[src/rtl/reflet_uart_master_pkg.sv]
// reflet_uart_master_pkg: opcodes, reply codes and command FSM states shared by the UART bus master
package reflet_uart_master_pkg;
  localparam logic [7:0] OP_WRITE = 8'h57;
  localparam logic [7:0] OP_READ = 8'h52;
  localparam logic [7:0] ACK = 8'h06;
  localparam logic [7:0] NAK = 8'h15;
  typedef enum logic [3:0] {
    IDLE, GET_AH, GET_AL, GET_DH, GET_DL, BUS_WR, BUS_RD0, BUS_RD1, SEND_H, SEND_L, SEND_1
  } state_t;
endpackage

[src/rtl/reflet_uart_serdes.sv]
// reflet_uart_serdes: 8N1 receive/transmit bit engine, bit_clks clocks per bit
module reflet_uart_serdes #(
  parameter int bit_clks = 10
) (
  input  logic       clk,
  input  logic       reset,
  input  logic       i_rx,
  output logic       o_tx,
  output logic [7:0] o_byte,
  output logic       o_byte_valid,
  output logic       o_frame_err,
  input  logic [7:0] i_byte,
  input  logic       i_send,
  output logic       o_busy
);
  localparam int CW = $clog2(bit_clks);
  logic [2:0] r_rx_sync;
  logic r_rx_busy, r_byte_valid, r_frame_err;
  logic [CW-1:0] r_rx_cnt, r_tx_cnt;
  logic [3:0] r_rx_n, r_tx_n;
  logic [7:0] r_rx_sh;
  logic r_tx_busy, r_tx;
  logic [8:0] r_tx_sh;
  logic w_rx, w_fall;
  assign w_rx = r_rx_sync[1];
  assign w_fall = r_rx_sync[2] & ~r_rx_sync[1];
  assign o_byte = r_rx_sh;
  assign o_byte_valid = r_byte_valid;
  assign o_frame_err = r_frame_err;
  assign o_tx = r_tx;
  assign o_busy = r_tx_busy;
  // bit index 0 is the start bit, 1..8 data, 9 the stop bit
  always_ff @(posedge clk)
    if (!reset) begin
      r_rx_sync <= '1;
      r_rx_busy <= 1'b0;
      r_rx_cnt <= '0;
      r_rx_n <= '0;
      r_rx_sh <= '0;
      r_byte_valid <= 1'b0;
      r_frame_err <= 1'b0;
    end else begin
      r_rx_sync <= {r_rx_sync[1:0], i_rx};
      r_byte_valid <= 1'b0;
      r_frame_err <= 1'b0;
      if (!r_rx_busy) begin
        if (w_fall) begin
          r_rx_busy <= 1'b1;
          r_rx_cnt <= CW'(bit_clks / 2 - 1);
          r_rx_n <= '0;
        end
      end else if (r_rx_cnt != '0) r_rx_cnt <= r_rx_cnt - 1'b1;
      else begin
        r_rx_cnt <= CW'(bit_clks - 1);
        r_rx_n <= r_rx_n + 1'b1;
        if (r_rx_n == 4'd0) r_rx_busy <= ~w_rx;
        else if (r_rx_n == 4'd9) begin
          r_rx_busy <= 1'b0;
          r_byte_valid <= w_rx;
          r_frame_err <= ~w_rx;
        end else r_rx_sh <= {w_rx, r_rx_sh[7:1]};
      end
    end
  always_ff @(posedge clk)
    if (!reset) begin
      r_tx <= 1'b1;
      r_tx_busy <= 1'b0;
      r_tx_cnt <= '0;
      r_tx_n <= '0;
      r_tx_sh <= '1;
    end else if (!r_tx_busy) begin
      if (i_send) begin
        r_tx_busy <= 1'b1;
        r_tx <= 1'b0;
        r_tx_sh <= {1'b1, i_byte};
        r_tx_cnt <= CW'(bit_clks - 1);
        r_tx_n <= '0;
      end
    end else if (r_tx_cnt != '0) r_tx_cnt <= r_tx_cnt - 1'b1;
    else if (r_tx_n == 4'd9) r_tx_busy <= 1'b0;
    else begin
      r_tx <= r_tx_sh[0];
      r_tx_sh <= {1'b1, r_tx_sh[8:1]};
      r_tx_n <= r_tx_n + 1'b1;
      r_tx_cnt <= CW'(bit_clks - 1);
    end
endmodule

[src/rtl/reflet_uart_bus_master.sv]
// reflet_uart_bus_master: serial-commanded single-word bus reader/writer with ACK/NAK/data replies.
// Define UART_MASTER_TIMEOUT_EN to abort a partial command with NAK after timeout_cycles idle clocks.
module reflet_uart_bus_master
  import reflet_uart_master_pkg::*;
#(
  parameter int clk_freq = 96000,
  parameter int baud_rate = 9600,
  parameter int timeout_cycles = 20000
) (
  input  logic        clk,
  input  logic        reset,
  input  logic        rx,
  output logic        tx,
  input  logic [15:0] data_in,
  output logic [15:0] addr,
  output logic [15:0] data_out,
  output logic        write_en,
  output logic        bus_active
);
  localparam int bit_clks = clk_freq / baud_rate;
  if (bit_clks < 4 || timeout_cycles < 1) begin : g_bad_cfg
    $error("reflet_uart_bus_master: clk_freq/baud_rate must be >= 4 and timeout_cycles >= 1");
  end
  state_t r_state;
  logic r_wr, r_send, r_we, r_act;
  logic [15:0] r_abuf, r_rdata, r_addr, r_dout;
  logic [7:0] r_dh, r_reply, r_tx_byte;
  logic [7:0] w_byte;
  logic w_byte_valid, w_frame_err, w_busy, w_rx_ok, w_fire, w_get;
  reflet_uart_serdes #(.bit_clks(bit_clks)) u_serdes (
    .clk(clk), .reset(reset), .i_rx(rx), .o_tx(tx),
    .o_byte(w_byte), .o_byte_valid(w_byte_valid), .o_frame_err(w_frame_err),
    .i_byte(r_tx_byte), .i_send(r_send), .o_busy(w_busy)
  );
  assign w_rx_ok = w_byte_valid & ~w_frame_err;
  // r_send blocks a second launch in the cycle before the engine reports busy
  assign w_fire = ~w_busy & ~r_send;
  assign w_get = r_state inside {GET_AH, GET_AL, GET_DH, GET_DL};
  assign addr = r_addr;
  assign data_out = r_dout;
  assign write_en = r_we;
  assign bus_active = r_act;
`ifdef UART_MASTER_TIMEOUT_EN
  localparam int TW = $clog2(timeout_cycles + 1);
  logic [TW-1:0] r_to_cnt;
`endif
  always_ff @(posedge clk)
    if (!reset) begin
      r_state <= IDLE;
      r_wr <= 1'b0;
      r_send <= 1'b0;
      r_we <= 1'b0;
      r_act <= 1'b0;
      r_abuf <= '0;
      r_rdata <= '0;
      r_addr <= '0;
      r_dout <= '0;
      r_dh <= '0;
      r_reply <= '0;
      r_tx_byte <= '0;
`ifdef UART_MASTER_TIMEOUT_EN
      r_to_cnt <= '0;
`endif
    end else begin
      r_send <= 1'b0;
      case (r_state)
        IDLE: if (w_rx_ok) begin
          r_wr <= w_byte == OP_WRITE;
          r_reply <= NAK;
          r_state <= (w_byte == OP_WRITE || w_byte == OP_READ) ? GET_AH : SEND_1;
        end
        GET_AH: if (w_rx_ok) begin
          r_abuf[15:8] <= w_byte;
          r_state <= GET_AL;
        end
        GET_AL: if (w_rx_ok) begin
          r_abuf[7:0] <= w_byte;
          if (r_wr) r_state <= GET_DH;
          else begin
            r_addr <= {r_abuf[15:8], w_byte};
            r_act <= 1'b1;
            r_state <= BUS_RD0;
          end
        end
        GET_DH: if (w_rx_ok) begin
          r_dh <= w_byte;
          r_state <= GET_DL;
        end
        GET_DL: if (w_rx_ok) begin
          r_addr <= r_abuf;
          r_dout <= {r_dh, w_byte};
          r_we <= 1'b1;
          r_act <= 1'b1;
          r_state <= BUS_WR;
        end
        BUS_WR: begin
          r_addr <= '0;
          r_dout <= '0;
          r_we <= 1'b0;
          r_act <= 1'b0;
          r_reply <= ACK;
          r_state <= SEND_1;
        end
        BUS_RD0: r_state <= BUS_RD1;
        BUS_RD1: begin
          r_rdata <= data_in;
          r_addr <= '0;
          r_act <= 1'b0;
          r_state <= SEND_H;
        end
        SEND_H: if (w_fire) begin
          r_send <= 1'b1;
          r_tx_byte <= r_rdata[15:8];
          r_state <= SEND_L;
        end
        SEND_L: if (w_fire) begin
          r_send <= 1'b1;
          r_tx_byte <= r_rdata[7:0];
          r_state <= IDLE;
        end
        SEND_1: if (w_fire) begin
          r_send <= 1'b1;
          r_tx_byte <= r_reply;
          r_state <= IDLE;
        end
        default: r_state <= IDLE;
      endcase
`ifdef UART_MASTER_TIMEOUT_EN
      r_to_cnt <= (w_get && !w_rx_ok) ? r_to_cnt + 1'b1 : '0;
      if (w_get && !w_rx_ok && r_to_cnt == TW'(timeout_cycles - 1)) begin
        r_reply <= NAK;
        r_state <= SEND_1;
      end
`endif
    end
`ifndef UART_MASTER_TIMEOUT_EN
  logic w_unused;
  assign w_unused = w_get;
`endif
endmodule

[config.mk]
export PLATFORM = sky130hd
export DESIGN_NAME = reflet_uart_bus_master
export DESIGN_NICKNAME = d
export VERILOG_FILES = /design/src/rtl/reflet_uart_master_pkg.sv /design/src/rtl/reflet_uart_serdes.sv /design/src/rtl/reflet_uart_bus_master.sv
export SDC_FILE = /design/constraint.sdc
export NUM_CORES = 1
export LEC_CHECK = 0
export BUFFER_PORTS_ARGS = -buffer_cell sky130_fd_sc_hd__buf_4
export CORE_MARGIN = 3
export CORE_UTILIZATION = 63
export DETAILED_ROUTE_END_ITERATION = 8
export PLACE_DENSITY = 0.85
export SETUP_SLACK_MARGIN = 0.3
export SLEW_MARGIN = 5
export SYNTH_ARGS = -nofsm -noshare
export SYNTH_HDL_FRONTEND = slang
export SYNTH_HIERARCHICAL = 1
export SYNTH_SLANG_ARGS = --single-unit
export TNS_END_PERCENT = 1
[constraint.sdc]
create_clock -name clk -period 4.2 [get_ports clk]
set_clock_uncertainty 0.15 [all_clocks]
set_input_delay 0.42 -clock clk [delete_from_list [all_inputs] [get_ports clk]]
set_output_delay 0.42 -clock clk [all_outputs]
set_load 0.05 [all_outputs]
# --- After elaboration in Yosys (flattened, before gate mapping) ---
# Index checks and enable logic that the tools add are counted.
word_totals:
  reg_bits: 137
  input_bits: 19
  output_inout_bits: 35
  wordCells: 157
op_classes:
  add_sub_neg: 4
  eq_ne: 28
  n_mux: 59
  n_bitwise: 12
  n_reduce_logical: 29
ops:
  columns: ["cell", "count"]
  rows:
  - ["4-bit 2-to-1 mux", 22]
  - ["16-bit 2-to-1 mux", 4]
  - ["16-bit one-hot mux with 3 select lines", 1]
  - ["4-bit one-hot mux with 10 select lines", 1]
  - ["9-bit 2-to-1 mux", 4]
  - ["8-bit 2-to-1 mux", 4]
  - ["16-bit one-hot mux with 2 select lines", 1]
  - ["2-bit inequality test, second input constant", 12]
  - ["8-bit one-hot mux with 3 select lines", 1]
  - ["4-bit equality test, second input constant", 5]
  - ["2-bit AND reduction", 9]
  - ["1-bit 2-to-1 mux", 17]
  - ["4-bit by 3-bit equality test with 1-bit output, second input constant", 4]
  - ["8-bit by 7-bit equality test with 1-bit output, second input constant", 2]
  - ["8-bit one-hot mux with 2 select lines", 1]
  - ["4-bit AND reduction", 3]
  - ["1-bit inverter", 9]
  - ["4-bit by 1-bit adder with 4-bit output, second input constant", 2]
  - ["4-bit by 2-bit equality test with 1-bit output, second input constant", 2]
  - ["4-bit logical NOT", 2]
  - ["2-bit nonzero test", 4]
  - ["4-bit nonzero test", 2]
  - ["4-bit by 1-bit subtractor with 4-bit output, second input constant", 2]
  - ["7-bit AND reduction", 1]
  - ["13 further kinds", 17]

# --- Logic depth before layout (Yosys ltp) ---
# Gate-level depths: netlist of run 1.
logic_depth:
  depth_word: 5
  ltp_mapped: 7

# --- By module ---
# The synthesis of run 1 kept the hierarchy.
by_module_without_submodules:
  columns: ["module", "n_inst", "cells_per_inst", "area_per_inst_um2"]
  rows:
  - ["reflet_uart_bus_master", 1, 470, 3976.3]
  - ["reflet_uart_serdes", 1, 190, 1741.7]

# --- Worst setup path before layout of run 1 ---
# Ideal clock, no wire load.
synth_path:
  path_type: "flip-flop to flip-flop"
  from: "reg u_serdes.r_tx_busy, in the netlist u_serdes/o_busy"
  to: "reg u_serdes.r_tx_sh[1]"
  setup_time_ps: 130
  arrival_time_ps: 1745
  required_time_ps: 3920
  setup_slack_ps: 2175
  stages_incl_launch_ff: 7
  n_path_buf: 2
  period_less_slack_ps: 2025
  path_cell_list: "dfxtp_1 or4b_1 buf_2 or3_4 buf_6 o22ai_2 o21ai_1"
synth_between:
  elab_chain_len: 2
  elab_cells_between_ends: 5
synth_rtl:
  columns: ["item", "line_no", "text"]
  rows:
  - ["start: declaration", "reflet_uart_serdes.sv:22", "logic r_tx_busy, r_tx;"]
  - ["start signal: assignment", "reflet_uart_serdes.sv:67", "r_tx_busy <= 1'b0;"]
  - ["start signal: assignment", "reflet_uart_serdes.sv:73", "r_tx_busy <= 1'b1;"]
  - ["start signal: assignment", "reflet_uart_serdes.sv:80", "else if (r_tx_n == 4'd9) r_tx_busy <= 1'b0;"]
  - ["2-bit inequality test (no source line) / 2-bit nonzero test (equally long branches)", null, null]
  - ["3-bit AND reduction (no source line)", null, null]
  - ["end signal: assignment", "reflet_uart_serdes.sv:75", "r_tx_sh <= {1'b1, i_byte};"]
  - ["end signal: assignment", "reflet_uart_serdes.sv:83", "r_tx_sh <= {1'b1, r_tx_sh[8:1]};"]
  - ["end: declaration", "reflet_uart_serdes.sv:23", "logic [8:0] r_tx_sh;"]
# Several ways; a longest one is shown, not always the timed one.
# A chain may end at the register's enable or synchronous reset.

# --- Final worst setup path of run 1 ---
layout_path:
  from: "reg r_state[0]"
  to: "reg r_reply[0]"
layout_between:
  elab_chain_len: 3
  elab_cells_between_ends: 6
layout_rtl:
  columns: ["item", "line_no", "text"]
  rows:
  - ["start: declaration", "reflet_uart_bus_master.sv:24", "state_t r_state;"]
  - ["start signal: assignment", "reflet_uart_bus_master.sv:70", "r_state <= (w_byte == OP_WRITE || w_byte == OP_READ) ? GET_AH : SEND_1;"]
  - ["4-bit by 3-bit equality test with 1-bit output / 4-bit logical NOT (equally long branches)", "reflet_uart_bus_master.sv:66", "case (r_state)"]
  - ["2-bit nonzero test (no source line) / 2-bit inequality test (equally long branches)", null, null]
  - ["2-bit AND reduction (no source line)", null, null]
  - ["end signal: assignment", "reflet_uart_bus_master.sv:59", "r_reply <= '0;"]
  - ["end signal: assignment", "reflet_uart_bus_master.sv:69", "r_reply <= NAK;"]
  - ["end signal: assignment", "reflet_uart_bus_master.sv:101", "r_reply <= ACK;"]
  - ["end: declaration", "reflet_uart_bus_master.sv:27", "logic [7:0] r_dh, r_reply, r_tx_byte;"]
# Several ways; a longest one is shown, not always the timed one.

==> results of run 1 <==
-- how the worst max path moves through the flow --
stage	depth (start not counted)	to	from	slack, ps
6_report	5	r_reply[0]	r_state[0]	1370
5_1_grt	5	data_out[2]	r_state[0]	1180
4_1_cts	5	r_reply[0]	r_state[0]	1460
3_5_place_dp	5	r_reply[0]	r_state[0]	1470
3_3_place_gp	5	r_reply[0]	r_state[0]	1530
2_1_floorplan	6	u_serdes/r_tx_sh[1]	u_serdes/o_busy	2170
-- cell type report --
class / count / area share
Clock buffer: 17 / 0.0617
Clock inverter: 15 / 0.0307
Inverter: 13 / 0.00727
Multi-Input combinational cell: 468 / 0.420
Sequential cell: 131 / 0.390
Tap cell: 108 / 0.0201
Timing Repair Buffer: 61 / 0.0697
-- power by group through the flow --
stage | clock [mW] | sequential [mW] | combinational (mW)
floorplan | 0 | 1.28 | 0.0387
global placement | 0 | 1.28 | 0.0565
detailed placement | 0 | 1.28 | 0.0588
CTS | 1.54 | 1.25 | 0.0612
global route | 1.61 | 1.25 | 0.0684
finish | 1.53 | 1.25 | 0.0624
-- cell usage in the layout (no fill, tap or decap), types with 8 or more instances in the layout --
| master | n |
|---|---|
| clkbuf_16 | 16 |
| nand4_1 | 9 |
| a22oi_1 | 8 |
| o211a_1 | 10 |
| mux2i_1 | 26 |
| nor2b_1 | 20 |
| inv_1 | 11 |
| o21ai_0 | 19 |
| dfxtp_1 | 131 |
| nand2_1 | 96 |
| a21oi_1 | 75 |
| buf_4 | 57 |
| nand3_1 | 31 |
| nor2_1 | 57 |
| nand2b_1 | 10 |
-- critical path: stages (launching register included) --
cell and delay (ps):
dfxtp_1 680, buf_4 360, nor2b_1 560, nand2_1 520, nand2_1 340, nor2_1 80
-- metal layers --
| metal | track usage | share of wire | routed length [µm] |
|---|---|---|---|
| met1 | 0.324 | 0.41 | 5530 |
| met5 | 0 | 0 | 0 |
| met4 | 0.0869 | 0.018 | 244 |
| met2 | 0.461 | 0.52 | 7060 |
| met3 | 0.0592 | 0.046 | 615 |
-- cells in the mapped netlist (3+ instances only) --
| cell type | instances |
|---|---|
| a22oi_1 | 8 |
| dfxtp_1 | 131 |
| o21ai_1 | 7 |
| and2_1 | 5 |
| nand2_1 | 96 |
| o21ai_0 | 19 |
| a31oi_1 | 5 |
| o211a_1 | 10 |
| buf_2 | 18 |
| nor3_1 | 7 |
| o22ai_1 | 3 |
| inv_1 | 11 |
| nor3_2 | 7 |
| clkbuf_1 | 27 |
| nand2b_1 | 10 |
| nor2b_1 | 20 |
| buf_6 | 3 |
| o22ai_2 | 6 |
| or3_1 | 4 |
| nand4_1 | 9 |
| and3_1 | 3 |
| o211ai_1 | 5 |
| and3b_1 | 3 |
| mux2i_1 | 26 |
| a21oi_1 | 75 |
| a311oi_1 | 6 |
| ha_1 | 5 |
| nand3_1 | 31 |
| mux2_2 | 3 |
| nor2_1 | 57 |
-- cell families (layout without fill, tap and decap cells) --
family / Yosys count / in the layout
AND/OR/NAND/NOR: 269 / 269
multiplexers: 29 / 29
flip-flops: 131 / 131
buffers and inverters: 61 / 106
XOR/XNOR: 2 / 2
adder cells (fa/ha/maj): 5 / 5
AO/OA/AOI/OAI: 163 / 163
-- stage by stage --
| stage | std cells | cell area [µm²] |
|---|---|---|
| floorplan | 660 | 5720 |
| global placement | 777 | 6060 |
| detailed placement | 777 | 6060 |
| CTS | 812 | 6710 |
| global route | 813 | 6720 |
| finish | 813 | 6720 |
-- state kept, by name, indices dropped and copies added (netlist names), 3 cells and up --
register            cells
addr                   16
data_out               16
r_abuf                 16
r_rdata                16
r_dh                    8
r_tx_byte               8
u_serdes/o_byte         8
u_serdes/r_tx_sh        8
r_state                 4
u_serdes/r_rx_cnt       4
u_serdes/r_rx_n         4
u_serdes/r_tx_cnt       4
u_serdes/r_tx_n         4
r_reply                 3
u_serdes/r_rx_sync      3
-- repair_timing --
action | in CTS | in global routing
endpoints found under the hold margin | 3 | 1
gates resized for setup | 0 | 0
hold buffers | 3 | 1
==> flow_summary.ini, run 1 <==
[clock_network]
cts.sinks = 131
cts-root-buf = clkbuf_8
insertion_delay_ps = 510
cts_made_buffers = 17
cts_setup_buffers = 0
cts_tree = yes
clockBufferDepth = 2
htreeDepth = 4
clk_pin_slew_ps = 60

[power]
p_seq_frac = 0.441
pwr-share-comb = 0.022
p_switching_mw = 0.604
ir_worst_vdd_uv = 307
switching_share = 0.212
power_density_nw_per_um2 = 424
clkPwrFrac = 0.537
p_leak_nw = 2.64
total_power_mw = 2.85
power.internal_mw = 2.24

[timing]
whs_ps = 10.5
max_freq_mhz = 354
finalHoldViolations = 0
relSlewSlack = 0.271
final_max_slew_viol_count = 0
setup_slack_ps = 1370
worst_slew_pin_slew_ps = 1090
min_period_ps = 2830
final.setup.tns_ps = 0
fin_crit_sh = 0.673
rsz0062_at_grt = false
setup_violations = 0

[layout]
fin_nets = 716
multi_input_area_um2 = 2820
area_growth_pct = 17.5
final_core_util = 0.766
num-fill-cells = 593
antenna_cells = 0
seq_area_um2 = 2620
drive_above_1_share = 0.173

[hold_path]
hold_class = in -> reg
holdPathStages = 3
holdPathEnd = r_rdata[15]
hold_start = data_in[15]

[yosys]
syn-num-nets = 684
ys_seq_elements = 131
synthSimpleGateAreaFrac = 0.237
synthFlopType = dfxtp_1
synth_cell_types = 61
synth_mux_area_frac = 0.0514
synth_enable_flop_cells = 0
synthArstFlopShare = 0
yosysTopAreaCell = dfxtp_1
yosysWarnings = 6
synth-compound-area-share = 0.191
postSynthAreaPerCell_um2 = 8.66
synthDominantCellAreaShare = 0.459
synth_top_family_by_area = simple AND/OR/NAND/NOR gates
synth-seq-area-share = 0.459
synth_xor_area_frac = 0.00306
synth_fa_ha_area_frac = 0.0109
syn_inst = 660
synth_area_leaders = dfxtp_1 (46%), a21oi_1 (6.6%), nand2_1 (6.3%)
syn_area_um2 = 5720

[critical_path]
cp_data_arrival_time_ps = 3070
cp-start-kind = register
critPathCaptureType = register
rr_worst_depth = 5
crit_fanout = 23
rrSetupSlack_ps = 1370
reg2reg_to = r_reply[0]
required_ps = 4450
path_class = reg -> reg
r2r-start = r_state[0]

[placed_design]
dpl.hpwl_mm = 8.44
place_ws_ps = 1470
gp_congestion = 0.823
io_buffers = 53

[routing]
via_per_inst = 6.10
avgRoutedWirePerCell_um = 16.5
drt_first_iter_violations = 322
vias = 4956
post-route-drc-count = 0
ant_nets = 0
drtPass1Iterations = 6
routed_wl_mm = 13.5

[die]
rows = 34
die-area_um2 = 10300
start_util = 0.652
core_area_um2 = 8760
die_w_um = 101
die_y_um = 101
io_pins = 54

[global_route]
grt_pass1_vias = 4709
grtUsageTotal = 0.265
grt-ovfl-total = 0
grt_start_max_net_pins = 50
grt_pass1_wl_mm = 22.0
antenna_found_initial = 0

[run_status]
status = finished clean

[run]
max_cap_violations = 0
Power figures use the tool's default switching activity.
==> run 2: changes to the inputs <==
--- a/config.mk
+++ b/config.mk
@@ -7,9 +7,9 @@
 export LEC_CHECK = 0
 export BUFFER_PORTS_ARGS = -buffer_cell sky130_fd_sc_hd__buf_4
 export CORE_MARGIN = 3
-export CORE_UTILIZATION = 63
+export CORE_UTILIZATION = 53
 export DETAILED_ROUTE_END_ITERATION = 8
-export PLACE_DENSITY = 0.85
+export PLACE_DENSITY = 0.76
 export SETUP_SLACK_MARGIN = 0.3
 export SLEW_MARGIN = 5
 export SYNTH_ARGS = -nofsm -noshare
==> constraint.sdc (replaced) <==
create_clock -name clk -period 2.4 [get_ports clk]
set_clock_uncertainty 0.15 [all_clocks]
set_input_delay 0.24 -clock clk [delete_from_list [all_inputs] [get_ports clk]]
set_output_delay 0.24 -clock clk [all_outputs]
set_load 0.05 [all_outputs]
==> flow_summary.ini, run 2 (synthesis results as in run 1) <==
[power]
power_density_nw_per_um2 = 718
clkPwrFrac = 0.544
p_leak_nw = 2.84
pwr-share-comb = 0.026
power.internal_mw = 4.06
ir_worst_vdd_uv = 649
p_seq_frac = 0.429
switching_share = 0.205
total_power_mw = 5.11
p_switching_mw = 1.05

[die]
die_w_um = 110
rows = 37
io_pins = 54
die_y_um = 110
core_area_um2 = 10400
start_util = 0.549
die-area_um2 = 12100

[placed_design]
io_buffers = 53
dpl.hpwl_mm = 8.75
gp_congestion = 0.840
place_ws_ps = 290

[global_route]
antenna_found_initial = 0
grtUsageMet3 = 0.0640
grtUsageTotal = 0.242
grt_pass1_vias = 4950
grt-ovfl-total = 0
use_met2 = 0.405
use_met1 = 0.290
grt_pass1_wl_mm = 23.0
grt_start_max_net_pins = 55
busiest_layer = met2

[clock_network]
cts-root-buf = clkbuf_8
cts_tree = yes
htreeDepth = 4
cts_made_buffers = 17
cts.sinks = 131
clk_pin_slew_ps = 60
insertion_delay_ps = 530
clockBufferDepth = 2

[critical_path]
required_ps = 2660
cp-start-kind = register
critPathTopFamily = simple AND/OR/NAND/NOR gates
critPathCaptureType = register
path_class = reg -> reg
cp_slowest_cell = or4b_1
crit_chain = or4b_1 -> or3_4 -> and3_1 -> o21a_1
crit_fanout = 14
cp_data_arrival_time_ps = 2260
crit_buf_inv = 0
cp_slowest_stage_delay_ps = 550

[layout]
drive_above_1_share = 0.197
final_core_util = 0.684
area_growth_pct = 24.5
seq_area_um2 = 2620
final_cell_mix = dfxtp_1 (130), nand2_1 (96), buf_4 (78)
num-fill-cells = 804
final_common_cell = dfxtp_1
fin_nets = 754
multi_input_area_um2 = 2830
antenna_cells = 0

[routing]
post-route-drc-count = 0
ant_nets = 0
via_per_inst = 5.76
routed_wl_mm = 13.9
avgRoutedWirePerCell_um = 15.8
drtPass1Iterations = 5
drt_first_iter_violations = 357
vias = 5058

[timing]
setup_violations = 0
finalHoldViolations = 0
worst_slew_pin_slew_ps = 595
fin_crit_sh = 0.831
rsz0062_at_grt = false
whs_ps = 260
final.setup.tns_ps = 0
min_period_ps = 1990
setup_slack_ps = 406
final_max_slew_viol_count = 0
relSlewSlack = 0.602
max_freq_mhz = 501

[run]
max_cap_violations = 0

[hold_path]
hold_class = reg -> reg

[run_status]
status = finished clean
-- run 2: cell types whose count changed in the layout (fill, tap and decap cells not counted), sizes merged --
cell,delta
bufinv,+1
dlygate4sd3,+15
clkbuf,+1
buf,+23
clkinv,-3
-- run 2: path summary, 6_finish.rpt --
path                                             from                    end  slack (ps)  cells past startpoint
worst max-delay path             u_serdes/r_tx_cnt[0]     u_serdes/r_tx_n[1]         410                      4
worst min-delay path            u_serdes/r_rx_sync[0]  u_serdes/r_rx_sync[1]         260                      1
worst min register to register  u_serdes/r_rx_sync[0]  u_serdes/r_rx_sync[1]         260                      1
worst max register to register   u_serdes/r_tx_cnt[0]     u_serdes/r_tx_n[1]         410                      4
-- run 2: what timing repair did --
| action | CTS | global route |
|---|---|---|
| pin swaps | 1 | 0 |
| setup buffers | 1 | 0 |
| endpoints found under the hold margin | 35 | 0 |
| hold buffers | 19 | 0 |
| gates resized for setup | 1 | 1 |
| endpoints found under the setup margin | 9 | 5 |
-- run 2: through the flow --
step / std cells / area, µm²
after floorplan: 660 / 5720
after global placement: 827 / 6270
after detailed placement: 827 / 6270
after CTS: 878 / 7110
after global routing: 878 / 7120
final: 878 / 7120
-- run 2: final cells by class --
class | instances | share of cell area
Tap cell | 136 | 0.0239
Inverter | 13 | 0.00685
Clock buffer | 18 | 0.0601
Timing Repair Buffer | 99 | 0.115
Multi-Input combinational cell | 468 | 0.397
Clock inverter | 13 | 0.0290
Sequential cell | 131 | 0.368
-- run 2: power by group through the flow --
stage          sequential, mW  clock, mW  combinational, mW
6_report                 2.19       2.78              0.135
4_1_cts                  2.19       2.81              0.134
3_5_place_dp             2.24          0              0.108
3_3_place_gp             2.24          0              0.105
5_1_grt                  2.19       2.93              0.149
2_1_floorplan            2.24          0             0.0677
-- run 2: per-layer routing --
layer,vias up,share of wire
met4,0,0.021
met1,2453,0.44
met3,31,0.039
met2,108,0.50
met5,-,0
li1,2466,-
